[src/rtl/pll_mon_if.sv]
// Signal bundle between the PLL supervisor and its environment: PLL status in,
// system-ready and measurement results out.
`timescale 1ps/1ps
interface pll_mon_if;
  logic        locked;
  logic        panel_clock;
  logic        clear_lost;
  logic        ready;
  logic        freq_ok;
  logic        lock_lost;
  logic [15:0] edge_count;
  logic [1:0]  state;

  modport master (
    output locked, panel_clock, clear_lost,
    input  ready, freq_ok, lock_lost, edge_count, state
  );

  modport slave (
    input  locked, panel_clock, clear_lost,
    output ready, freq_ok, lock_lost, edge_count, state
  );
endinterface

[src/rtl/pll_lock_monitor.sv]
// PLL supervisor: qualifies the asynchronous lock flag, counts panel_clock edges
// over fixed windows, and gates system-ready on stable lock plus in-tolerance frequency.
`timescale 1ps/1ps
module pll_lock_monitor #(
  parameter int LOCK_STABLE_CYCLES = 1024,
  parameter int WINDOW_CYCLES      = 1250,
  parameter int EXP_EDGES          = 231,
  parameter int TOL                = 2
) (
  input  logic     clock,
  input  logic     reset_n,
  pll_mon_if.slave mon
);

  localparam int STAB_W = ($clog2(LOCK_STABLE_CYCLES) > 11) ? $clog2(LOCK_STABLE_CYCLES) : 11;
  localparam int WIN_W  = ($clog2(WINDOW_CYCLES) > 1) ? $clog2(WINDOW_CYCLES) : 1;
  localparam logic [STAB_W-1:0]  STAB_LAST = STAB_W'(LOCK_STABLE_CYCLES - 1);
  localparam logic [WIN_W-1:0]   WIN_LAST  = WIN_W'(WINDOW_CYCLES - 1);
  localparam logic signed [16:0] EXP_S     = 17'(EXP_EDGES);
  localparam logic signed [16:0] TOL_S     = 17'(TOL);

  typedef enum logic [1:0] {
    WAIT_LOCK = 2'd0,
    STABLE    = 2'd1,
    MEASURE   = 2'd2,
    RUN       = 2'd3
  } state_e;

  function automatic logic [15:0] sat_inc(input logic [15:0] a, input logic inc);
    logic [16:0] s;
    s = {1'b0, a} + {16'd0, inc};
    return s[16] ? 16'hFFFF : s[15:0];
  endfunction

  function automatic logic in_tol(input logic [15:0] cnt);
    logic signed [16:0] diff;
    diff = $signed({1'b0, cnt}) - EXP_S;
    return (diff <= TOL_S) && (diff >= -TOL_S);
  endfunction

  logic              lock_s1_q, lock_s2_q;
  logic              pan_s1_q, pan_s2_q, pan_s3_q;
  state_e            state_q, state_d;
  logic [STAB_W-1:0] stab_q, stab_d;
  logic [WIN_W-1:0]  win_q, win_d;
  logic [15:0]       edges_q, edges_d;
  logic [15:0]       ecount_q, ecount_d;
  logic              bad_q, bad_d;
  logic              ready_q, ready_d;
  logic              freq_ok_q, freq_ok_d;
  logic              lost_q, lost_d;

  logic              locked_s;
  logic              rise;
  logic [15:0]       fin_cnt;
  logic              good;

  assign locked_s = lock_s2_q;
  assign rise     = pan_s2_q & ~pan_s3_q;
  assign fin_cnt  = sat_inc(edges_q, rise);
  assign good     = in_tol(fin_cnt);

  always_ff @(posedge clock or negedge reset_n) begin
    if (!reset_n) begin
      lock_s1_q <= 1'b0;
      lock_s2_q <= 1'b0;
      pan_s1_q  <= 1'b0;
      pan_s2_q  <= 1'b0;
      pan_s3_q  <= 1'b0;
      state_q   <= WAIT_LOCK;
      stab_q    <= '0;
      win_q     <= '0;
      edges_q   <= '0;
      ecount_q  <= '0;
      bad_q     <= 1'b0;
      ready_q   <= 1'b0;
      freq_ok_q <= 1'b0;
      lost_q    <= 1'b0;
    end else begin
      lock_s1_q <= mon.locked;
      lock_s2_q <= lock_s1_q;
      pan_s1_q  <= mon.panel_clock;
      pan_s2_q  <= pan_s1_q;
      pan_s3_q  <= pan_s2_q;
      state_q   <= state_d;
      stab_q    <= stab_d;
      win_q     <= win_d;
      edges_q   <= edges_d;
      ecount_q  <= ecount_d;
      bad_q     <= bad_d;
      ready_q   <= ready_d;
      freq_ok_q <= freq_ok_d;
      lost_q    <= lost_d;
    end
  end

  always_comb begin
    state_d   = state_q;
    stab_d    = stab_q;
    win_d     = win_q;
    edges_d   = edges_q;
    ecount_d  = ecount_q;
    bad_d     = bad_q;
    ready_d   = ready_q;
    freq_ok_d = freq_ok_q;
    lost_d    = lost_q;

    if (mon.clear_lost) lost_d = 1'b0;

    unique case (state_q)
      WAIT_LOCK: begin
        stab_d  = '0;
        win_d   = '0;
        edges_d = '0;
        bad_d   = 1'b0;
        if (locked_s) state_d = STABLE;
      end
      STABLE: begin
        if (stab_q == STAB_LAST) begin
          state_d = MEASURE;
          stab_d  = '0;
          win_d   = '0;
          edges_d = '0;
        end else begin
          stab_d = stab_q + 1'b1;
        end
      end
      MEASURE, RUN: begin
        // Windows abut: the last cycle's rise is folded into the result and the
        // next window starts counting on the following cycle.
        if (win_q == WIN_LAST) begin
          win_d     = '0;
          edges_d   = '0;
          ecount_d  = fin_cnt;
          freq_ok_d = good;
          if (good) begin
            bad_d   = 1'b0;
            ready_d = 1'b1;
            state_d = RUN;
          end else if (state_q == RUN && bad_q) begin
            bad_d   = 1'b0;
            ready_d = 1'b0;
            state_d = MEASURE;
          end else if (state_q == RUN) begin
            bad_d = 1'b1;
          end
        end else begin
          win_d   = win_q + 1'b1;
          edges_d = fin_cnt;
        end
      end
      default: state_d = WAIT_LOCK;
    endcase

    // Lock loss overrides everything; edge_count deliberately keeps its last value.
    if (state_q != WAIT_LOCK && !locked_s) begin
      state_d   = WAIT_LOCK;
      ready_d   = 1'b0;
      freq_ok_d = 1'b0;
      stab_d    = '0;
      win_d     = '0;
      edges_d   = '0;
      bad_d     = 1'b0;
      if (state_q == RUN) lost_d = 1'b1;
    end
  end

  assign mon.ready      = ready_q;
  assign mon.freq_ok    = freq_ok_q;
  assign mon.lock_lost  = lost_q;
  assign mon.edge_count = ecount_q;
  assign mon.state      = state_q;

endmodule
[src/flat_wrapper.sv]
// flat-port wrapper written by rule: the top's interface ports become plain ports
module pll_lock_monitor_flat 
#(
  parameter int LOCK_STABLE_CYCLES = 1024,
  parameter int WINDOW_CYCLES      = 1250,
  parameter int EXP_EDGES          = 231,
  parameter int TOL                = 2
)
  (clock, reset_n, mon_locked, mon_panel_clock, mon_clear_lost, mon_ready, mon_freq_ok, mon_lock_lost, mon_edge_count, mon_state);
  pll_mon_if mon_i ();
  input  logic clock;
  input  logic reset_n;
  input wire logic [$bits(mon_i.locked)-1:0] mon_locked;
  input wire logic [$bits(mon_i.panel_clock)-1:0] mon_panel_clock;
  input wire logic [$bits(mon_i.clear_lost)-1:0] mon_clear_lost;
  output wire logic [$bits(mon_i.ready)-1:0] mon_ready;
  output wire logic [$bits(mon_i.freq_ok)-1:0] mon_freq_ok;
  output wire logic [$bits(mon_i.lock_lost)-1:0] mon_lock_lost;
  output wire logic [$bits(mon_i.edge_count)-1:0] mon_edge_count;
  output wire logic [$bits(mon_i.state)-1:0] mon_state;
  assign mon_i.locked = mon_locked;
  assign mon_i.panel_clock = mon_panel_clock;
  assign mon_i.clear_lost = mon_clear_lost;
  assign mon_ready = mon_i.ready;
  assign mon_freq_ok = mon_i.freq_ok;
  assign mon_lock_lost = mon_i.lock_lost;
  assign mon_edge_count = mon_i.edge_count;
  assign mon_state = mon_i.state;
  pll_lock_monitor #(.LOCK_STABLE_CYCLES(LOCK_STABLE_CYCLES), .WINDOW_CYCLES(WINDOW_CYCLES), .EXP_EDGES(EXP_EDGES), .TOL(TOL)) u_core (.clock(clock), .reset_n(reset_n), .mon(mon_i));
endmodule
[config.mk]
export PLATFORM = sky130hd
export DESIGN_NAME = pll_lock_monitor_flat
export DESIGN_NICKNAME = d
export VERILOG_FILES = /design/src/rtl/pll_mon_if.sv /design/src/rtl/pll_lock_monitor.sv /design/src/flat_wrapper.sv
export SDC_FILE = /design/constraint.sdc
export NUM_CORES = 1
export LEC_CHECK = 0
export ABC_AREA = 1
export CAP_MARGIN = 20
export CORE_MARGIN = 2
export CORE_UTILIZATION = 59
export DETAILED_ROUTE_END_ITERATION = 12
export HOLD_SLACK_MARGIN = 0.15
export PLACE_DENSITY = 0.78
export SYNTH_ARGS = -nofsm -noshare
export SYNTH_HDL_FRONTEND = slang
export SYNTH_SLANG_ARGS = --single-unit
[constraint.sdc]
create_clock -name clock -period 3.9 [get_ports clock]
set_input_delay 0.39 -clock clock [delete_from_list [all_inputs] [get_ports clock]]
set_output_delay 0.39 -clock clock [all_outputs]
set_load 0.005 [all_outputs]
## After elaboration in Yosys (flattened, before gate mapping)

Cells that the tools add are included.

- Bits in registers: 65
- Input bits: 5
- Output and inout bits: 21
- Logic and storage cells: 85

- Add/subtract/negate cells: 4
- Magnitude comparators: 2
- Equality and inequality tests: 10
- Mux-type cells: 36
- Bitwise operators: 2
- Reductions and logical operators: 17

Operators by type and width:

| cell | number |
|---|---|
| $mux W16 | 4 |
| $mux W11 | 5 |
| $pmux W16 S3 | 1 |
| $pmux W11 S3 | 1 |
| $add A11 B1 Y11 const B | 2 |
| $pmux W11 S2 | 1 |
| $add A16 B1 Y17 | 1 |
| $ge A17 B2 Y1 const B | 1 |
| $le A17 B3 Y1 const B | 1 |
| $sub A16 B8 Y17 const B | 1 |
| $mux W1 | 16 |
| $mux W2 | 6 |
| $eq A11 B10 Y1 const B | 1 |
| $eq A11 B11 Y1 const B | 1 |
| $ne A3 B1 Y1 const B | 3 |
| $reduce_bool A3 Y1 | 3 |
| $pmux W2 S3 | 1 |
| $reduce_and A3 Y1 | 2 |
| $reduce_bool A2 Y1 | 3 |
| $ne A5 B1 Y1 const B | 1 |
| $eq A2 B2 Y1 const B | 2 |
| $ne A4 B1 Y1 const B | 1 |
| $reduce_and A2 Y1 | 2 |
| $reduce_and A4 Y1 | 1 |
| other kinds (8) | 10 |

## Longest topological paths before layout

- Depth in word-level cells: 11
- Gate-level depth with buffers: 25

## Worst setup path after synthesis

OpenSTA, ideal clock, no wires.

- Kind: reg2reg
- From: reg u_core.pan_s3_q
- To: reg u_core.state_q[0] (netlist: u_core.mon.state[0])
- Arrival: 2.675 ns
- Setup slack: 1.107 ns
- Stages on the path, launching flop included: 24
- Buffers on the path: 0
- Period minus slack after synthesis: 2.793 ns
- Path through: dfrtp_1 nor2_1 ha_1 ha_1 nand2_2 nor2_4 nand2_4 clkinv_4 nand2_8 nand2_1 ha_1 inv_1 o211ai_1 nand2_1 nand2_1 nand3_1 nor2_1 nand2_1 nor2_1 nand3_2 nand4_2 nand2_1 nand2_1 nand2_1

- Word-level cells in the longest chain between the ends: 11
- Elaborated cells on any way between the ends: 14

Ends and longest elaborated chain:

| what | RTL line | source |
|---|---|---|
| start, declared | pll_lock_monitor.sv:42 | `logic pan_s1_q, pan_s2_q, pan_s3_q;` |
| start signal, assigned | pll_lock_monitor.sv:84 | `pan_s3_q <= pan_s2_q;` |
| $not A1 Y1 * | pll_lock_monitor.sv:59 | `assign rise = pan_s2_q & ~pan_s3_q;` |
| $and A1 B1 Y1 * | pll_lock_monitor.sv:59 |  |
| $add A16 B1 Y17 * | pll_lock_monitor.sv:31 | `s = {1'b0, a} + {16'd0, inc};` |
| $mux W16 * | pll_lock_monitor.sv:32 | `return s[16] ? 16'hFFFF : s[15:0];` |
| via u_core.fin_cnt[0] | pll_lock_monitor.sv:55 | `logic [15:0] fin_cnt;` |
| $sub A16 B8 Y17 * | pll_lock_monitor.sv:37 | `diff = $signed({1'b0, cnt}) - EXP_S;` |
| $le A17 B3 Y1 / $ge A17 B2 Y1 (equally long branches) | pll_lock_monitor.sv:38 | `return (diff <= TOL_S) && (diff >= -TOL_S);` |
| $logic_and A1 B1 Y1 * | pll_lock_monitor.sv:38 |  |
| $mux W2 | pll_lock_monitor.sv:136 | `if (good) begin` |
| $mux W2 | pll_lock_monitor.sv:131 | `if (win_q == WIN_LAST) begin` |
| $pmux W2 S3 | pll_lock_monitor.sv:110 | `unique case (state_q)` |
| $mux W2 | pll_lock_monitor.sv:156 | `if (state_q != WAIT_LOCK && !locked_s) begin` |
| end signal, assigned | pll_lock_monitor.sv:85 | `state_q <= state_d;` |
| end, declared | pll_lock_monitor.sv:43 | `state_e state_q, state_d;` |

Mark *: on every way through the listed nets, which the timed path passes. The rest lies on a longest branch. The select of a mux whose other input is x is not followed.
A chain may end at the register's enable or synchronous reset.

## Worst setup path in the final report

- From: reg u_core.pan_s2_q
- To: reg u_core.state_q[0] (netlist: u_core.mon.state[0])

- Word-level cells in the longest chain between the ends: 10
- Elaborated cells on any way between the ends: 13

Ends and longest elaborated chain:

| what | RTL line | source |
|---|---|---|
| start, declared | pll_lock_monitor.sv:42 |  |
| start signal, assigned | pll_lock_monitor.sv:83 | `pan_s2_q <= pan_s1_q;` |
| $and A1 B1 Y1 * | pll_lock_monitor.sv:59 |  |
| $add A16 B1 Y17 * | pll_lock_monitor.sv:31 |  |
| $mux W16 * | pll_lock_monitor.sv:32 |  |
| via u_core.fin_cnt[0] | pll_lock_monitor.sv:55 |  |
| $sub A16 B8 Y17 * | pll_lock_monitor.sv:37 |  |
| $le A17 B3 Y1 / $ge A17 B2 Y1 (equally long branches) | pll_lock_monitor.sv:38 |  |
| $logic_and A1 B1 Y1 * | pll_lock_monitor.sv:38 |  |
| $mux W2 | pll_lock_monitor.sv:136 |  |
| $mux W2 | pll_lock_monitor.sv:131 |  |
| $pmux W2 S3 | pll_lock_monitor.sv:110 |  |
| $mux W2 | pll_lock_monitor.sv:156 |  |

Marks and branches as above.

==> insert_results.sql <==
INSERT INTO impl_metrics (metric_group, metric, value, unit) VALUES
('placement', 'gpl.final_weighted_congestion', '0.956', ''),
('cells_and_area', 'flow.area_growth_from_synthesis', '13.2', '%'),
('yosys', 'ys_dominant_reg_cell', 'sky130_fd_sc_hd__dfrtp_1', ''),
('worst_setup_path', 'critPathRequiredTime', '4130', 'ps'),
('yosys', 'post_synth_instance_area', '3930', 'um^2'),
('drt', 'routed-via-count', '3613', ''),
('clock_tree', 'worstSkewPairLatency', '340', 'ps'),
('worst_setup_path', 'setup.worst_path.class', 'reg2reg', ''),
('drt', 'detail_route.drc_violations', '0', ''),
('sta', 'holdWs', '350', 'ps'),
('drt', 'postRouteWirelength', '9.30', 'mm'),
('worst_setup_path', 'worstSetupStartpointType', 'flop', ''),
('cells_and_area', 'antenna_cells', '0', ''),
('power', 'power.sequential.fraction', '0.466', ''),
('yosys', 'synth.yosys.warnings', '0', ''),
('sta', 'final.setup_skew', '6.37', 'ps'),
('worst_setup_path', 'worstPathMaxFanout', '17', ''),
('global_routing', 'antenna_violations_before_repair', '0', ''),
('placement', 'dp_hpwl', '7.11', 'mm'),
('placement', 'place_inst', '634', ''),
('power', 'power.share.clock', '0.325', ''),
('yosys', 'yosys_register_bits', '65', ''),
('clock_tree', 'clock_tree.root_cell', 'sky130_fd_sc_hd__clkbuf_8', ''),
('sta', 'post-route-worst-setup-slack', '578', 'ps'),
('global_routing', 'grt_start_max_net_pins', '38', ''),
('placement', 'port_buffers', '25', ''),
('sta', 'worstMarginPinSlew', '681', 'ps'),
('drt', 'detail_route.iter0.violations', '307', ''),
('floorplan', 'std_cell_rows', '29', ''),
('hold_path', 'timing.hold.worst.class', 'reg2reg', ''),
('yosys', 'post_synth_mux_area_share', '0', ''),
('drt', 'ant_nets', '0', ''),
('global_routing', 'grtUsageTotal', '0.277', ''),
('sta', 'setup_total_negative_slack', '0', 'ps'),
('yosys', 'syn-mean-instance-area', '7.32', 'um^2'),
('yosys', 'synth_sequential_area_ratio', '0.414', ''),
('sta', 'highest_clock_frequency_the_design_can_meet', '301', 'MHz'),
('power', 'comb_power_share', '0.210', ''),
('power', 'cell_internal_pwr', '1.06', 'mW'),
('sta', 'timing.slew.headroom', '0.546', ''),
('flow_run', 'drv_cap', '0', ''),
('cells_and_area', 'final_cell_count_no_fill', '651', ''),
('power', 'swShare', '0.334', ''),
('yosys', 'synth_xor_xnor_area_share', '0.00446', ''),
('yosys', 'synth_cells', '537', ''),
('clock_tree', 'cts_tree', 'done', ''),
('yosys', 'synth-edff-count', '0', ''),
('clock_tree', 'clk_pin_slew_worst_paths', '70', 'ps'),
('floorplan', 'initial_core_util', '0.615', ''),
('cells_and_area', 'multi_input_combinational_cell_area', '1960', 'um^2'),
('clock_tree', 'clock_tree.htree_level_count', '3', ''),
('sta', 'final_setup_violation_count', '0', ''),
('yosys', 'synth_top_family_by_area', 'simple AND/OR/NAND/NOR gates', ''),
('sta', 'timing_hold_violations_final', '0', ''),
('floorplan', 'die_area', '7330', 'um^2'),
('worst_setup_path', 'data_arrival_time_of_the_worst_path', '3560', 'ps'),
('yosys', 'post_synth_num_cell_types', '39', ''),
('floorplan', 'core_area', '6390', 'um^2'),
('power', 'vdd_ir_drop_max', '0.332', 'mV'),
('outcome', 'outcome', 'complete, no violations', ''),
('drt', 'route.detailed.wl_per_inst', '14.3', 'um'),
('placement', 'pre_cts_ws', '638', 'ps'),
('floorplan', 'dieHeight', '85.6', 'um'),
('floorplan', 'top_level_ports', '26', ''),
('yosys', 'async_flop_share', '1.00', ''),
('yosys', 'mappedNetlistNets', '549', ''),
('power', 'total_power', '1.60', 'mW'),
('floorplan', 'fp.dieW', '85.6', 'um'),
('drt', 'detailedRoute.firstPassIterationCount', '5', ''),
('cells_and_area', 'fin_nets', '582', ''),
('yosys', 'synth-compound-area-share', '0.106', '');
==> cell families (layout without fill, tap and decap cells) <==
family	count (synthesis)	after routing
simple gates	304	304
fa+ha+maj	7	7
xor+xnor	2	2
compound gates	72	72
buf+inv	87	124
flops	65	65
==> power by group through the flow <==
stage	clock, mW	sequential [mW]	combinational [mW]
3_5_place_dp	0	0.755	0.331
3_3_place_gp	0	0.754	0.323
6_report	0.519	0.744	0.335
4_1_cts	0.533	0.742	0.332
5_1_grt	0.563	0.749	0.378
2_1_floorplan	0	0.748	0.223
==> per-layer routing <==
| layer | share of wire | vias to the layer above | track usage |
|---|---|---|---|
| met5 | 0 | - | 0 |
| met1 | 0.44 | 1691 | 0.349 |
| met3 | 0.037 | 18 | 0.0491 |
| met2 | 0.50 | 97 | 0.480 |
| li1 | - | 1807 | - |
| met4 | 0.022 | 0 | 0.101 |
==> flip-flops by register name (all words and copies together) (netlist names) <==
signal,count
u_core.bad_q,1
u_core.edges_q,16
u_core.lock_s1_q,1
u_core.lock_s2_q,1
u_core.mon.edge_count,16
u_core.mon.freq_ok,1
u_core.mon.lock_lost,1
u_core.mon.ready,1
u_core.mon.state,2
u_core.pan_s1_q,1
u_core.pan_s2_q,1
u_core.pan_s3_q,1
u_core.stab_q,11
u_core.win_q,11
==> synthesized netlist by cell type, types with 6 or more instances <==
cell | n | area (um^2)
sky130_fd_sc_hd__nor2_2 | 6 | 37.5
sky130_fd_sc_hd__dfrtp_1 | 65 | 1630
sky130_fd_sc_hd__o22ai_1 | 18 | 113
sky130_fd_sc_hd__nor3_1 | 15 | 75.1
sky130_fd_sc_hd__o21ai_0 | 27 | 135
sky130_fd_sc_hd__nand4_1 | 8 | 50.1
sky130_fd_sc_hd__ha_1 | 7 | 87.6
sky130_fd_sc_hd__a21oi_1 | 16 | 80.1
sky130_fd_sc_hd__inv_1 | 72 | 270
sky130_fd_sc_hd__nand2_1 | 138 | 518
sky130_fd_sc_hd__nand3_1 | 46 | 230
sky130_fd_sc_hd__nand2_2 | 11 | 68.8
sky130_fd_sc_hd__nor2_1 | 58 | 218
==> metrics by stage <==
step	util	instance area, um^2
after floorplan	-	3930
after global placement	0.665	4250
after detailed placement	0.665	4250
after CTS	0.694	4430
after global routing	0.697	4450
final	0.697	4450
==> worst paths after layout <==
path | slack [ps] | end | depth (start not counted) | start
min | 350 | u_core.pan_s2_q | 0 | u_core.pan_s1_q
min in group asynchronous | 610 | u_core.edges_q[14] | 2 | reset_n
min reg2reg | 350 | u_core.pan_s2_q | 0 | u_core.pan_s1_q
max | 580 | u_core.mon.state[0] | 23 | u_core.pan_s2_q
max reg2reg | 580 | u_core.mon.state[0] | 23 | u_core.pan_s2_q
max in group asynchronous | 2370 | u_core.win_q[8] | 3 | reset_n
==> critical path: stages (launching register included) <==
cell                       delay (ps)
sky130_fd_sc_hd__dfrtp_1          380
sky130_fd_sc_hd__inv_1             50
sky130_fd_sc_hd__nor2_1            30
sky130_fd_sc_hd__ha_1             200
sky130_fd_sc_hd__ha_1             230
sky130_fd_sc_hd__nand2_2          110
sky130_fd_sc_hd__nor2_4            60
sky130_fd_sc_hd__nand2_4          100
sky130_fd_sc_hd__clkinv_4          70
sky130_fd_sc_hd__nand2_8          160
sky130_fd_sc_hd__nand2_1          190
sky130_fd_sc_hd__ha_1             280
sky130_fd_sc_hd__nand2_1          140
sky130_fd_sc_hd__nand2_1          120
sky130_fd_sc_hd__nand2_2          130
sky130_fd_sc_hd__nand2_1           60
sky130_fd_sc_hd__nor2_1           150
sky130_fd_sc_hd__nand2_1           90
sky130_fd_sc_hd__nor2_1           110
sky130_fd_sc_hd__nand3_1          170
sky130_fd_sc_hd__nand4_2          170
sky130_fd_sc_hd__nand2_1           80
sky130_fd_sc_hd__nand2_1           70
sky130_fd_sc_hd__nand2_1           50
==> what timing repair did <==
action                                 CTS  global route
endpoints found under the hold margin   28             0
hold buffers                             1             0
buffers inserted                         0             0
==> layout make-up <==
class | instances | area share
well taps | 77 | 0.0217
clock buffers | 10 | 0.0309
clock inverters | 5 | 0.00872
inverters | 80 | 0.0689
repair buffers | 29 | 0.0641
flip-flops and latches | 65 | 0.366
multi-input cells | 385 | 0.440
==> cell usage in the layout (no fill, tap or decap), types with 2 or more instances in the layout <==
cell / count
sky130_fd_sc_hd__o211ai_1: 3
sky130_fd_sc_hd__a21oi_1: 16
sky130_fd_sc_hd__clkdlybuf4s50_1: 24
sky130_fd_sc_hd__inv_1: 72
sky130_fd_sc_hd__nand2_2: 11
sky130_fd_sc_hd__nor2_1: 58
sky130_fd_sc_hd__nand3_1: 46
sky130_fd_sc_hd__xor2_1: 2
sky130_fd_sc_hd__clkbuf_8: 10
sky130_fd_sc_hd__nand3_4: 2
sky130_fd_sc_hd__inv_6: 2
sky130_fd_sc_hd__nor2_4: 5
sky130_fd_sc_hd__ha_1: 7
sky130_fd_sc_hd__nand3b_1: 2
sky130_fd_sc_hd__o21ai_0: 27
sky130_fd_sc_hd__buf_4: 2
sky130_fd_sc_hd__dfrtp_1: 65
sky130_fd_sc_hd__nand2_1: 138
sky130_fd_sc_hd__nor4_1: 2
sky130_fd_sc_hd__o22ai_1: 18
sky130_fd_sc_hd__o21ai_1: 2
sky130_fd_sc_hd__nor3_1: 15
sky130_fd_sc_hd__nand2_4: 4
sky130_fd_sc_hd__nand3_2: 3
sky130_fd_sc_hd__clkinv_4: 2
sky130_fd_sc_hd__nor2_2: 6
sky130_fd_sc_hd__inv_2: 4
sky130_fd_sc_hd__clkinv_2: 2
sky130_fd_sc_hd__clkinv_1: 2
sky130_fd_sc_hd__nand4_1: 8
Power figures use the tool's default switching activity.
